$ cat config.mk
export PLATFORM = sky130hd
export DESIGN_NAME = cim_cmd_scheduler
export DESIGN_NICKNAME = d
export VERILOG_FILES = /design/src/rtl/cim_cmd_scheduler.sv
export SDC_FILE = /design/constraint.sdc
export NUM_CORES = 1
export LEC_CHECK = 0
export BUFFER_PORTS_ARGS = -buffer_cell sky130_fd_sc_hd__buf_2
export CORE_UTILIZATION = 45
export DETAILED_ROUTE_END_ITERATION = 8
export GPL_TIMING_DRIVEN = 1
export PLACE_DENSITY = 0.69
export SLEW_MARGIN = 20
export SYNTH_ARGS = -nofsm -noshare
export SYNTH_HDL_FRONTEND = slang
export SYNTH_SLANG_ARGS = --single-unit
$ cat constraint.sdc
create_clock -name clk -period 3.4 [get_ports clk]
set_input_delay 0.85 -clock clk [delete_from_list [all_inputs] [get_ports clk]]
set_output_delay 0.85 -clock clk [all_outputs]
set_load 0.005 [all_outputs]
$ cat src/rtl/cim_cmd_scheduler.sv
// Front-end scheduler for MUL_controller: round-robin compute queue from two
// requesters, plus serialised external load/store issue on the shared command port.
module cim_cmd_scheduler #(
    parameter int FIFO_DEPTH  = 4,
    parameter int LDST_GAP    = 2,
    parameter int ACK_TIMEOUT = 8
) (
    input  logic                          clk,
    input  logic                          rst_n,
    input  logic                          req0_valid,
    input  logic [24:0]                   req0_command,
    output logic                          req0_ready,
    input  logic                          req1_valid,
    input  logic [24:0]                   req1_command,
    output logic                          req1_ready,
    input  logic                          ldst_valid,
    input  logic [6:0]                    ldst_command,
    output logic                          ldst_ready,
    input  logic                          Compute_ready,
    output logic                          Compute_valid,
    output logic [24:0]                   Compute_command,
    output logic                          ExLdSt_valid,
    output logic [6:0]                    ExLdSt_command,
    output logic                          cmp_src,
    output logic [$clog2(FIFO_DEPTH):0]   fifo_count,
    output logic                          busy
);

    localparam int AW = $clog2(FIFO_DEPTH);
    localparam int CW = AW + 1;
    localparam int TW = 16;

    typedef enum logic [1:0] {ST_IDLE, ST_CMP_ACK, ST_CMP_BUSY, ST_LDST_GAP} state_e;
    typedef enum logic {CLS_COMPUTE, CLS_LDST} cls_e;

    logic [25:0]   mem_q [FIFO_DEPTH];
    logic [AW-1:0] rd_ptr_q, rd_ptr_d, wr_ptr_q, wr_ptr_d;
    logic [CW-1:0] count_q, count_d;
    logic          rr_ptr_q, rr_ptr_d;
    state_e        state_q, state_d;
    cls_e          last_q, last_d;
    logic          pend_q, pend_d;
    logic [TW-1:0] cnt_q, cnt_d;

    logic          full, empty, grant0, grant1, push, pop;
    logic          cmp_issue, ldst_issue;
    logic [25:0]   head, push_data;

    assign full      = (count_q == CW'(FIFO_DEPTH));
    assign empty     = (count_q == '0);
    assign head      = mem_q[rd_ptr_q];
    assign push      = grant0 | grant1;
    assign push_data = grant1 ? {1'b1, req1_command} : {1'b0, req0_command};

    // Full FIFO refuses both requesters even when a pop happens this cycle.
    always_comb begin
        grant0   = 1'b0;
        grant1   = 1'b0;
        rr_ptr_d = rr_ptr_q;
        if (rst_n && !full) begin
            if (req0_valid && (!req1_valid || !rr_ptr_q)) begin
                grant0   = 1'b1;
                rr_ptr_d = 1'b1;
            end else if (req1_valid) begin
                grant1   = 1'b1;
                rr_ptr_d = 1'b0;
            end
        end
    end

    always_comb begin
        rd_ptr_d = pop  ? rd_ptr_q + AW'(1) : rd_ptr_q;
        wr_ptr_d = push ? wr_ptr_q + AW'(1) : wr_ptr_q;
        case ({push, pop})
            2'b10:   count_d = count_q + CW'(1);
            2'b01:   count_d = count_q - CW'(1);
            default: count_d = count_q;
        endcase
    end

    // A presented compute (pend_q) keeps priority until the controller takes it.
    always_comb begin
        state_d    = state_q;
        last_d     = last_q;
        pend_d     = pend_q;
        cnt_d      = cnt_q;
        cmp_issue  = 1'b0;
        ldst_issue = 1'b0;
        pop        = 1'b0;
        unique case (state_q)
            ST_IDLE: begin
                if (!empty && (pend_q || !ldst_valid || last_q == CLS_LDST)) begin
                    cmp_issue = 1'b1;
                    if (Compute_ready) begin
                        pop     = 1'b1;
                        last_d  = CLS_COMPUTE;
                        pend_d  = 1'b0;
                        cnt_d   = '0;
                        state_d = ST_CMP_ACK;
                    end else begin
                        pend_d  = 1'b1;
                    end
                end else if (ldst_valid) begin
                    ldst_issue = 1'b1;
                    last_d     = CLS_LDST;
                    cnt_d      = TW'(LDST_GAP);
                    state_d    = ST_LDST_GAP;
                end
            end
            ST_CMP_ACK: begin
                if (!Compute_ready) begin
                    state_d = ST_CMP_BUSY;
                end else if (cnt_q >= TW'(ACK_TIMEOUT - 1)) begin
                    state_d = ST_IDLE;
                end else begin
                    cnt_d = cnt_q + TW'(1);
                end
            end
            ST_CMP_BUSY: begin
                if (Compute_ready) state_d = ST_IDLE;
            end
            ST_LDST_GAP: begin
                // A zero gap still spends one cycle here so ExLdSt never pulses back to back.
                if (cnt_q <= TW'(1)) state_d = ST_IDLE;
                else                 cnt_d   = cnt_q - TW'(1);
            end
            default: state_d = ST_IDLE;
        endcase
    end

    always_ff @(posedge clk) begin
        if (!rst_n) begin
            state_q  <= ST_IDLE;
            last_q   <= CLS_COMPUTE;
            pend_q   <= 1'b0;
            cnt_q    <= '0;
            rr_ptr_q <= 1'b0;
            rd_ptr_q <= '0;
            wr_ptr_q <= '0;
            count_q  <= '0;
        end else begin
            state_q  <= state_d;
            last_q   <= last_d;
            pend_q   <= pend_d;
            cnt_q    <= cnt_d;
            rr_ptr_q <= rr_ptr_d;
            rd_ptr_q <= rd_ptr_d;
            wr_ptr_q <= wr_ptr_d;
            count_q  <= count_d;
        end
    end

    always_ff @(posedge clk) begin
        if (push) mem_q[wr_ptr_q] <= push_data;
    end

    assign req0_ready      = grant0;
    assign req1_ready      = grant1;
    assign Compute_valid   = rst_n & cmp_issue;
    assign Compute_command = empty ? '0 : head[24:0];
    assign cmp_src         = !empty & head[25];
    assign ExLdSt_valid    = rst_n & ldst_issue;
    assign ExLdSt_command  = ExLdSt_valid ? ldst_command : '0;
    assign ldst_ready      = ExLdSt_valid;
    assign fifo_count      = count_q;
    assign busy            = (state_q != ST_IDLE) || !empty;

endmodule

# After elaboration in Yosys (flattened, before gate mapping)
# Memories as Yosys holds them, arrays and structs flattened. A register that Yosys moved wholly into a read port is not among the register bits.
# Index checks and enable logic that the tools add are counted.
# word_totals
ff_bits	28
mem_count	1
ram_bits	104
word_cells	102
# memory_table
name	depth	width	read_ports	rd_ports_with_merged_regs	wr	line_no	text
mem_q	4	26	1	1	1	36	logic [25:0] mem_q [FIFO_DEPTH];
# classes
muxes	42
bitwise	4
eq_ne	15
n_reduce_logical	24
addsub	6
n_lt_le_gt_ge	2
# ops
cell	n
$mux 16	6
$pmux 16 s3	1
$mux 26	1
$mux 25	1
$mux 1	21
$mux 2	9
$add 16x1->16 const B	1
$ge 16x3->1 const B	1
$le 16x1->1 const B	1
$sub 16x1->16 const B	1
$ne 2x2->1 const B	6
$ne 3x3->1 const B	3
$pmux 2 s4	1
$reduce_bool 2->1	4
$mux 7	1
$eq 2x2->1 const B	3
$pmux 3 s2	1
$reduce_and 6->1	1
$logic_not 1->1	5
$reduce_and 5->1	1
$add 2x1->2 const B	2
$eq 2x1->1 const B	2
$logic_or 1x1->1	4
$reduce_and 2->1	2
other kinds (10)	14

# Depth between registers and ports, before layout
# Gate-level depths: netlist (run 1).
# depth
ltp_word	8
depth_mapped	11

# Least setup slack after synthesis (run 1)
# No wires, ideal clock.
# synth_path
path_type	input to output
from	in ldst_valid
to	out ExLdSt_command[0]
slack_ns	0.375
cell_stages	4
path_buffers	0
arrival_ns	2.175
cell_sequence	nor3b_1 > nor2_1 > nor4_1 > and2_1
# synth_via
elab_chain_cells	8
word_cells_on_any_way	9
classes_between	mux: 4; bitwise: 1; reduce/logical: 4
# synth_rtl
element	line_no	text
start, declared	16	input logic ldst_valid,
$logic_not 1->1	92	if (!empty && (pend_q || !ldst_valid || last_q == CLS_LDST)) begin
$logic_or 1x1->1 (2 in a row)	92	
$logic_and 1x1->1	92	
$mux 1 *	92	
$mux 1 *	90	unique case (state_q)
$and 1x1->1 *	162	assign ExLdSt_valid = rst_n & ldst_issue;
named net ExLdSt_valid	22	output logic ExLdSt_valid,
$mux 7 *	163	assign ExLdSt_command = ExLdSt_valid ? ldst_command : '0;
end, declared	23	output logic [6:0] ExLdSt_command,
# The timed path passes the listed nets; every way through them passes the cells marked *.

==> results of run 1 <==
final timing paths:
path / startpoint / endpoint / cells past startpoint
min: cnt_q[14]$_SDFFE_PN0P_ / cnt_q[14]$_SDFFE_PN0P_ / 2
min reg2reg: cnt_q[14]$_SDFFE_PN0P_ / cnt_q[14]$_SDFFE_PN0P_ / 2
max: flip-flop / Compute_command[20] / 4
max reg2reg: cnt_q[8]$_SDFFE_PN0P_ / cnt_q[1]$_SDFFE_PN0P_ / 6
logic make-up after synthesis:
| kind of cell | Yosys count | share of synthesized area (%) |
|---|---|---|
| simple gates | 117 | 11.06 |
| fa+ha+maj | 9 | 1.934 |
| compound gates | 69 | 8.723 |
| xor+xnor | 6 | 0.8461 |
| mux | 53 | 14.28 |
| buf+inv | 49 | 3.203 |
| flops | 134 | 59.95 |
synthesized netlist by cell type (3+ instances only):
master	instances
nor4_1	4
or3_1	4
or4_4	3
o32ai_1	7
o21a_1	3
a22oi_1	7
nor2b_1	26
dfxtp_1	30
buf_1	3
o31ai_1	6
clkbuf_1	20
a31oi_1	4
buf_2	3
a2bb2oi_1	3
edfxtp_1	104
nor3_1	6
or4_1	3
nand2_1	14
a21oi_1	9
xor2_1	4
a31o_2	3
o21ai_0	3
ha_1	8
o2111ai_1	4
mux4_2	26
nand3_1	9
nor2_1	15
and3_1	5
mux2_2	25
and2_1	14
inv_1	20
layout make-up:
class / count / share of cell area (%)
flip-flops and latches: 134 / 49.72
multi-input cells: 254 / 30.61
repair buffers: 121 / 8.818
clock buffers: 23 / 6.112
well taps: 176 / 2.939
inverters: 21 / 1.052
clock inverters: 9 / 0.7515
power by group through the flow:
stage          Sequential (mW)  Combinational (mW)  Clock, mW
2_1_floorplan             2.03                1.14          0
3_3_place_gp              2.09                1.61          0
3_5_place_dp              2.11                1.64          0
4_1_cts                   2.07                1.65       1.61
5_1_grt                   2.09                1.80       1.68
6_report                  2.07                1.64       1.59
metal layers:
| layer | GRT usage (%) | share of wire, % |
|---|---|---|
| met4 | 7.891 | 1.7 |
| met1 | 23.84 | 43 |
| met3 | 5.364 | 5.1 |
| met5 | 0 | 0 |
| met2 | 34.03 | 50 |
worst min-delay path, stage by stage (launching register included):
cell and delay [ns]:
dfxtp_1 0.31, inv_1 0.06, o31ai_1 0.07
sequential cells by signal, summed over array words and instances (netlist names), named ones only:
signal and flops:
rd_ptr_q 2, state_q 2, cnt_q 16, rr_ptr_q 1
fifo_count 3, mem_q 104, wr_ptr_q 2, last_q 1
pend_q 1
==> metrics.yaml, run 1 <==
ys_seq_elements: 134
drtAntennaViolNets: 0
rsz0062_at_grt: "false"
synth_area_leaders: "edfxtp_1 50%, dfxtp_1 9.7%, mux4_2 9.4%"
gp_congestion: 0.8380
period_share_pct: 87.41
drt_iter0_drc: 253
dieArea_mm2: 0.01428
num_vias: 4112
area_growth_pct: 20.63
grt_max_degree: 29
layout_setup_ws_ns: 0.4279
die_h_um: 119.5
grtUsageTotal_pct: 19.93
fill_cells: 1109
power.total_mw: 5.295
hold_viol: 0
num_io_pins: 105
vdd.ir_drop.worst_uv: 491.2
period_needed_ns: 2.972
drv_slew: 0
fin_setup_tns_ns: 0
drive_gt1_share_pct: 37.54
vias_per_cell: 5.572
ctsResizeCount: 0
holdWs_ns: 0.4966
cts_setup_buffers: 0
wl_per_cell_um: 18.02
syn_nets: 509
clock_latency_ns: 0.42
synth_top_area_share_pct: 50.28
path_delay_family: "flip-flops"
cts_buffers: 17
register_area_mm2: 0.003725
rows: 42
multi_input_area_mm2: 0.002293
avgSynthCellArea_um2: 14.21
start_util_pct: 46.53
yosys.area.top_type: "edfxtp_1"
synth.distinct_cells: 61
place_area_mm2: 0.006978
synth_area_mm2: 0.006211
syn-instance-count: 437
diodes: 0
end_kind: "output pin"
crit_path_max_incr_delay_ns: 0.60
cts_max_path_buffers: 2
rrSetupSlack_ns: 0.52
place_hpwl_um: 8568
path_buf_inv: 2
grt_pass1_vias: 4211
cts_hold_buf: 0
leakage_nw: 2.771
cp_cell_sequence: "buf_12 > mux4_2 > nor2b_1 > buf_2"
synth_edf_count: 104
nNetsFinal: 621
clock_skew_ns: 0.005144
fp.dieW_um: 119.5
cp.required_ns: 2.55
switching_power_mw: 1.676
cts_tree: "done"
power_frac_comb_pct: 30.9
finalSetupViolCount: 0
fp.coreArea_mm2: 0.01335
htreeDepth: 4
status: "finished clean"
power_density_mw_per_mm2: 706.8
slew_headroom_pct: 59.81
final_core_util_pct: 56.13
tightest_slew_ns: 0.6028
power_frac_clock_pct: 29.9
totalWireLength_um: 13300
crit_slowest_cell: "dfxtp_2"
dp_slack_ns: 0.4353
fmax_mhz: 336.5
cp.arrival_ns: 2.12
grt_overflow: 0
worstSetupStartpointType: "flip-flop"
switching_share_pct: 31.65
crit_fanout: 16
dp.cells: 706
worstSetupPathType: "reg2out"
maxCapViolCount: 0
clkSinkCount: 134
grt_pass1_wl_um: 21320
min_path_type: "reg2reg"
fin_cells: 738
p_int_mw: 3.619
antenna_found_initial: 0
clk_pin_slew_ns: 0.05
fin_area_mm2: 0.007492
dr.pass1.iters: 4
async_reset_ff_share_pct: 0
io_buffers: 104
yosysWarningCount: 0
final_cell_mix: "104 x buf_2, 104 x edfxtp_1, 29 x dfxtp_1"
synth_ff_type: "edfxtp_1"
root_buffer: "clkbuf_16"
drc_errors: 0
sequentialPowerShare_pct: 39.2
yosysSeqAreaShare_pct: 59.95
Power figures use the tool's default switching activity.
==> run 2, diff against run 1 <==
CTS_BUF_LIST = sky130_fd_sc_hd__clkbuf_4 sky130_fd_sc_hd__clkbuf_8   (was default)
==> run 2 against run 1 <==
  * Clock skew grew 0.0039 ns
  * Non-clock buffer count did not move
  * Count of clock-buffer cells in the layout unchanged
  * Fmax shrank 1.1%
  * Sequential power hardly changed
  * First-iteration DRC count shrank 20%
  * Register-to-register slack about the same
  * Via count fell by 0.73%
  * Worst setup slack lost 0.034 ns
  * Design area decreased by 2.3%
  * Global-route usage is 0.37 points lower
  * Highest routed layer unchanged
==> metrics.yaml, run 2 (same netlist as run 1, synthesis figures left out) <==
tightest_slew_ns: 0.5919
cts_tree: "done"
root_buffer: "clkbuf_8"
cts_setup_buffers: 0
worstSetupPathType: "reg2out"
fin_setup_tns_ns: 0
num_io_pins: 105
antenna_found_initial: 0
crit_path_max_incr_delay_ns: 0.61
die_h_um: 119.5
switching_power_mw: 1.609
num_vias: 4082
clkSinkCount: 134
area_growth_pct: 17.85
fp.coreArea_mm2: 0.01335
grtUsageTotal_pct: 19.55
hold_viol: 0
leakage_nw: 2.701
dieArea_mm2: 0.01428
wl_per_cell_um: 17.66
cp_cell_sequence: "buf_12 > mux4_2 > nor2b_1 > buf_2"
drc_errors: 0
cts_max_path_buffers: 2
vdd.ir_drop.worst_uv: 345.5
largest_register_ffs: 104
power.total_mw: 4.839
power_density_mw_per_mm2: 661.2
diodes: 0
htreeDepth: 4
worst_r2r_path_depth: 6
regMostFlops: "mem_q"
nNetsFinal: 621
power_frac_comb_pct: 33.7
final_cell_mix: "104 x buf_2, 104 x edfxtp_1, 29 x dfxtp_1"
cp.arrival_ns: 2.16
io_buffers: 104
power_frac_clock_pct: 23.6
period_share_pct: 88.41
period_needed_ns: 3.006
maxCapViolCount: 0
rrSetupSlack_ns: 0.51
clk_pin_slew_ns: 0.07
clock_skew_ns: 0.009084
rows: 42
slew_headroom_pct: 60.54
place_hpwl_um: 8568
grt_pass1_vias: 4204
drtAntennaViolNets: 0
worstSetupStartpointType: "flip-flop"
end_kind: "output pin"
drive_gt1_share_pct: 38.43
grt_overflow: 0
p_int_mw: 3.230
dr.pass1.iters: 4
grt_pass1_wl_um: 20900
cts_buffers: 17
sequentialPowerShare_pct: 42.8
finalSetupViolCount: 0
clock_latency_ns: 0.44
switching_share_pct: 33.25
crit_fanout: 16
fp.dieW_um: 119.5
r2r_start: "cnt_q[8]$_SDFFE_PN0P_"
status: "finished clean"
cp-endpoint: "Compute_command[20]"
min_path_type: "reg2reg"
ctsResizeCount: 0
vias_per_cell: 5.531
rsz0062_at_grt: "false"
cts_hold_buf: 0
totalWireLength_um: 13030
drv_slew: 0
crit_slowest_cell: "dfxtp_2"
grt_max_degree: 29
r2r-end: "cnt_q[1]$_SDFFE_PN0P_"
cp.required_ns: 2.55
fmax_mhz: 332.7
start_util_pct: 46.53
gp_congestion: 0.8380
drt_iter0_drc: 203
-- run 2: cell counts in the layout (fill, tap and decap cells not counted) --
No cell type changed its count.
-- run 2: layer usage --
layer	GRT usage, %	vias up	part of all wire, %
li1	-	1921	-
met2	32.66	129	50
met3	5.220	20	4.8
met1	23.73	2012	44
met4	8.594	0	1.9
met5	0	-	0
-- run 2: area by class of cell --
cell class,instances,area (um^2)
Multi-Input combinational cell,254,2293
Fill cell,1128,6028
Clock inverter,9,56.30
Inverter,21,78.83
Timing Repair Buffer,121,660.6
Tap cell,176,220.2
Clock buffer,23,285.3
Sequential cell,134,3725
-- run 2: how the worst min path moves through the flow --
stage                     slack, ns  depth (start not counted)              startpoint                      to
after global routing           0.52                          2  cnt_q[14]$_SDFFE_PN0P_  cnt_q[14]$_SDFFE_PN0P_
after global placement         0.47                          1     last_q$_SDFFE_PN0P_     last_q$_SDFFE_PN0P_
final                          0.50                          2  cnt_q[14]$_SDFFE_PN0P_  cnt_q[14]$_SDFFE_PN0P_
after detailed placement       0.48                          2  cnt_q[14]$_SDFFE_PN0P_  cnt_q[14]$_SDFFE_PN0P_
after floorplan                0.45                          2  cnt_q[14]$_SDFFE_PN0P_  cnt_q[14]$_SDFFE_PN0P_
after CTS                      0.49                          2  cnt_q[14]$_SDFFE_PN0P_  cnt_q[14]$_SDFFE_PN0P_
-- run 2: per-stage QoR --
step                worst slack, ns  util (%)  hold slack [ns]  std cells  area (um^2)
floorplan                    0.3750         -           0.4520        437         6211
global placement             0.5399     52.28           0.4712        706         6978
detailed placement           0.4353     52.28           0.4847        706         6978
CTS                          0.3204     54.84           0.4948        738         7320
global route                 0.2460     54.84           0.5246        738         7320
finish                       0.3940     54.84           0.4969        738         7320
-- run 2: worst max-delay path, delay by kind of cell (launching register included) --
family	cells	cell delay, ns
mux	1	0.52
buf+inv	2	0.40
flops	1	0.61
simple gates	1	0.17
-- run 2: power groups by stage --
| stage | registers (mW) | clock network [mW] | logic, mW |
|---|---|---|---|
| after global routing | 2.09 | 1.23 | 1.80 |
| after global placement | 2.09 | 0 | 1.61 |
| after CTS | 2.07 | 1.17 | 1.65 |
| after floorplan | 2.03 | 0 | 1.14 |
| after detailed placement | 2.11 | 0 | 1.64 |
| final | 2.07 | 1.14 | 1.63 |
==> run 3, diff against run 2 <==
clock period = 3.2 ns   (was 3.4 ns; I/O delays follow)
==> run 3 against run 2 <==
  * Critical path depth increased by 1
  * First-iteration DRC count grew 26%
  * Clock power is 25% higher
  * Die area did not move
  * Sequential power increased by 5%
  * Sequential cell count unchanged
  * Clock skew up 0.00061 ns
  * Largest power group unchanged
==> metrics.yaml, run 3 (same netlist as run 1, synthesis figures left out) <==
htreeDepth: 4
status: "finished clean"
largest_register_ffs: 104
crit_fanout: 9
worstSetupStartpointType: "flip-flop"
gp_congestion: 0.8167
fp.dieW_um: 119.5
power.total_mw: 5.397
cts_tree: "done"
cp.required_ns: 3.52
grt_pass1_vias: 4134
period_share_pct: 89.76
grt_overflow: 0
multi_input_area_mm2: 0.002293
path_buf_inv: 0
antenna_found_initial: 0
rows: 42
grtUsageTotal_pct: 19.81
r2r_start: "cnt_q[8]$_SDFFE_PN0P_"
area_growth_pct: 19.32
num_io_pins: 105
maxCapViolCount: 0
clock_skew_ns: 0.009691
startpoint: "cnt_q[8]$_SDFFE_PN0P_"
die_h_um: 119.5
slew_headroom_pct: 55.77
wl_met2_um: 6582
fin_setup_tns_ns: 0
fill_cells: 1121
drtAntennaViolNets: 0
cts_hold_buf: 0
hp-start: "cnt_q[14]$_SDFFE_PN0P_"
hold_viol: 0
period_needed_ns: 2.872
diodes: 0
power_density_mw_per_mm2: 728.3
leakage_nw: 2.743
final_cell_mix: "104 x buf_2, 104 x edfxtp_1, 29 x dfxtp_1"
register_area_mm2: 0.003725
num_vias: 4150
regMostFlops: "mem_q"
path_delay_family: "simple AND/OR/NAND/NOR gates"
vias_per_cell: 5.593
drive_gt1_share_pct: 38.87
drc_errors: 0
ctsResizeCount: 0
fmax_mhz: 348.2
clkSinkCount: 134
min_path_type: "reg2reg"
clk_pin_slew_ns: 0.08
clock_latency_ns: 0.44
wl_per_cell_um: 17.96
rsz0062_at_grt: "false"
cts_buffers: 17
vdd.ir_drop.worst_uv: 387.2
cpMostUsedCell: "or4_4"
cp_cell_sequence: "or4_4 > or4_1 > or4_4 > a2111oi_2 > o22ai_1"
fin_cells: 742
root_buffer: "clkbuf_8"
cp.arrival_ns: 3.19
crit_slowest_cell: "or4_1"
io_buffers: 104
dr.pass1.iters: 5
drt_iter0_drc: 256
start_util_pct: 46.53
cts_setup_buffers: 0
drv_slew: 0
dp.cells: 710
fp.coreArea_mm2: 0.01335
tightest_slew_ns: 0.6635
wl_met1_um: 5859
place_hpwl_um: 8534
route.met3.wl_um: 657
dieArea_mm2: 0.01428
cts_max_path_buffers: 2
nNetsFinal: 625
grt_max_degree: 29
worstSetupPathType: "reg2reg"
totalWireLength_um: 13330
top_layer: "met4"
end_kind: "flip-flop"
grt_pass1_wl_um: 21130
crit_path_max_incr_delay_ns: 0.69
finalSetupViolCount: 0
-- run 3: per-stage QoR --
stage	hold WS [ns]	utilization, %	worst slack (ns)	instance area [um^2]
floorplan	0.4520	-	0.2750	6211
global placement	0.4770	52.50	0.3936	7008
detailed placement	0.4828	52.50	0.3238	7008
CTS	0.4994	55.52	0.3215	7411
global route	0.5243	55.52	0.2129	7411
finish	0.4988	55.52	0.3278	7411
-- run 3: worst paths after layout --
kind,endpoint,slack [ns],cells after the start
setup / recovery,cnt_q[4]$_SDFFE_PN0P_,0.33,5
hold / removal,cnt_q[14]$_SDFFE_PN0P_,0.50,2
setup reg to reg,cnt_q[4]$_SDFFE_PN0P_,0.33,5
hold reg to reg,cnt_q[14]$_SDFFE_PN0P_,0.50,2
-- run 3: cell type report --
type / count / area share [%]
repair buffers: 125 / 9.320
clock buffers: 17 / 3.157
clock inverters: 15 / 2.279
well taps: 176 / 2.971
flip-flops and latches: 134 / 50.26
inverters: 21 / 1.064
multi-input cells: 254 / 30.95
-- run 3: per-layer routing --
layer | vias to the layer above | GRT usage, %
met1 | 2044 | 25.31
met4 | 0 | 8.984
met2 | 148 | 32.23
li1 | 1938 | -
met3 | 20 | 4.358
met5 | - | 0
-- run 3: power by group --
| group | internal (mW) | switching, mW | total (mW) | leakage [nW] |
|---|---|---|---|---|
| combinational | 0.793 | 0.999 | 1.79 | 1.35 |
| sequential | 2.07 | 0.118 | 2.18 | 1.20 |
| clock | 0.712 | 0.710 | 1.42 | 0.201 |
-- run 3: worst min-delay path: stages, from the launching register on --
cell and delay, ns:
dfxtp_1 0.32, inv_1 0.06, o31ai_1 0.07
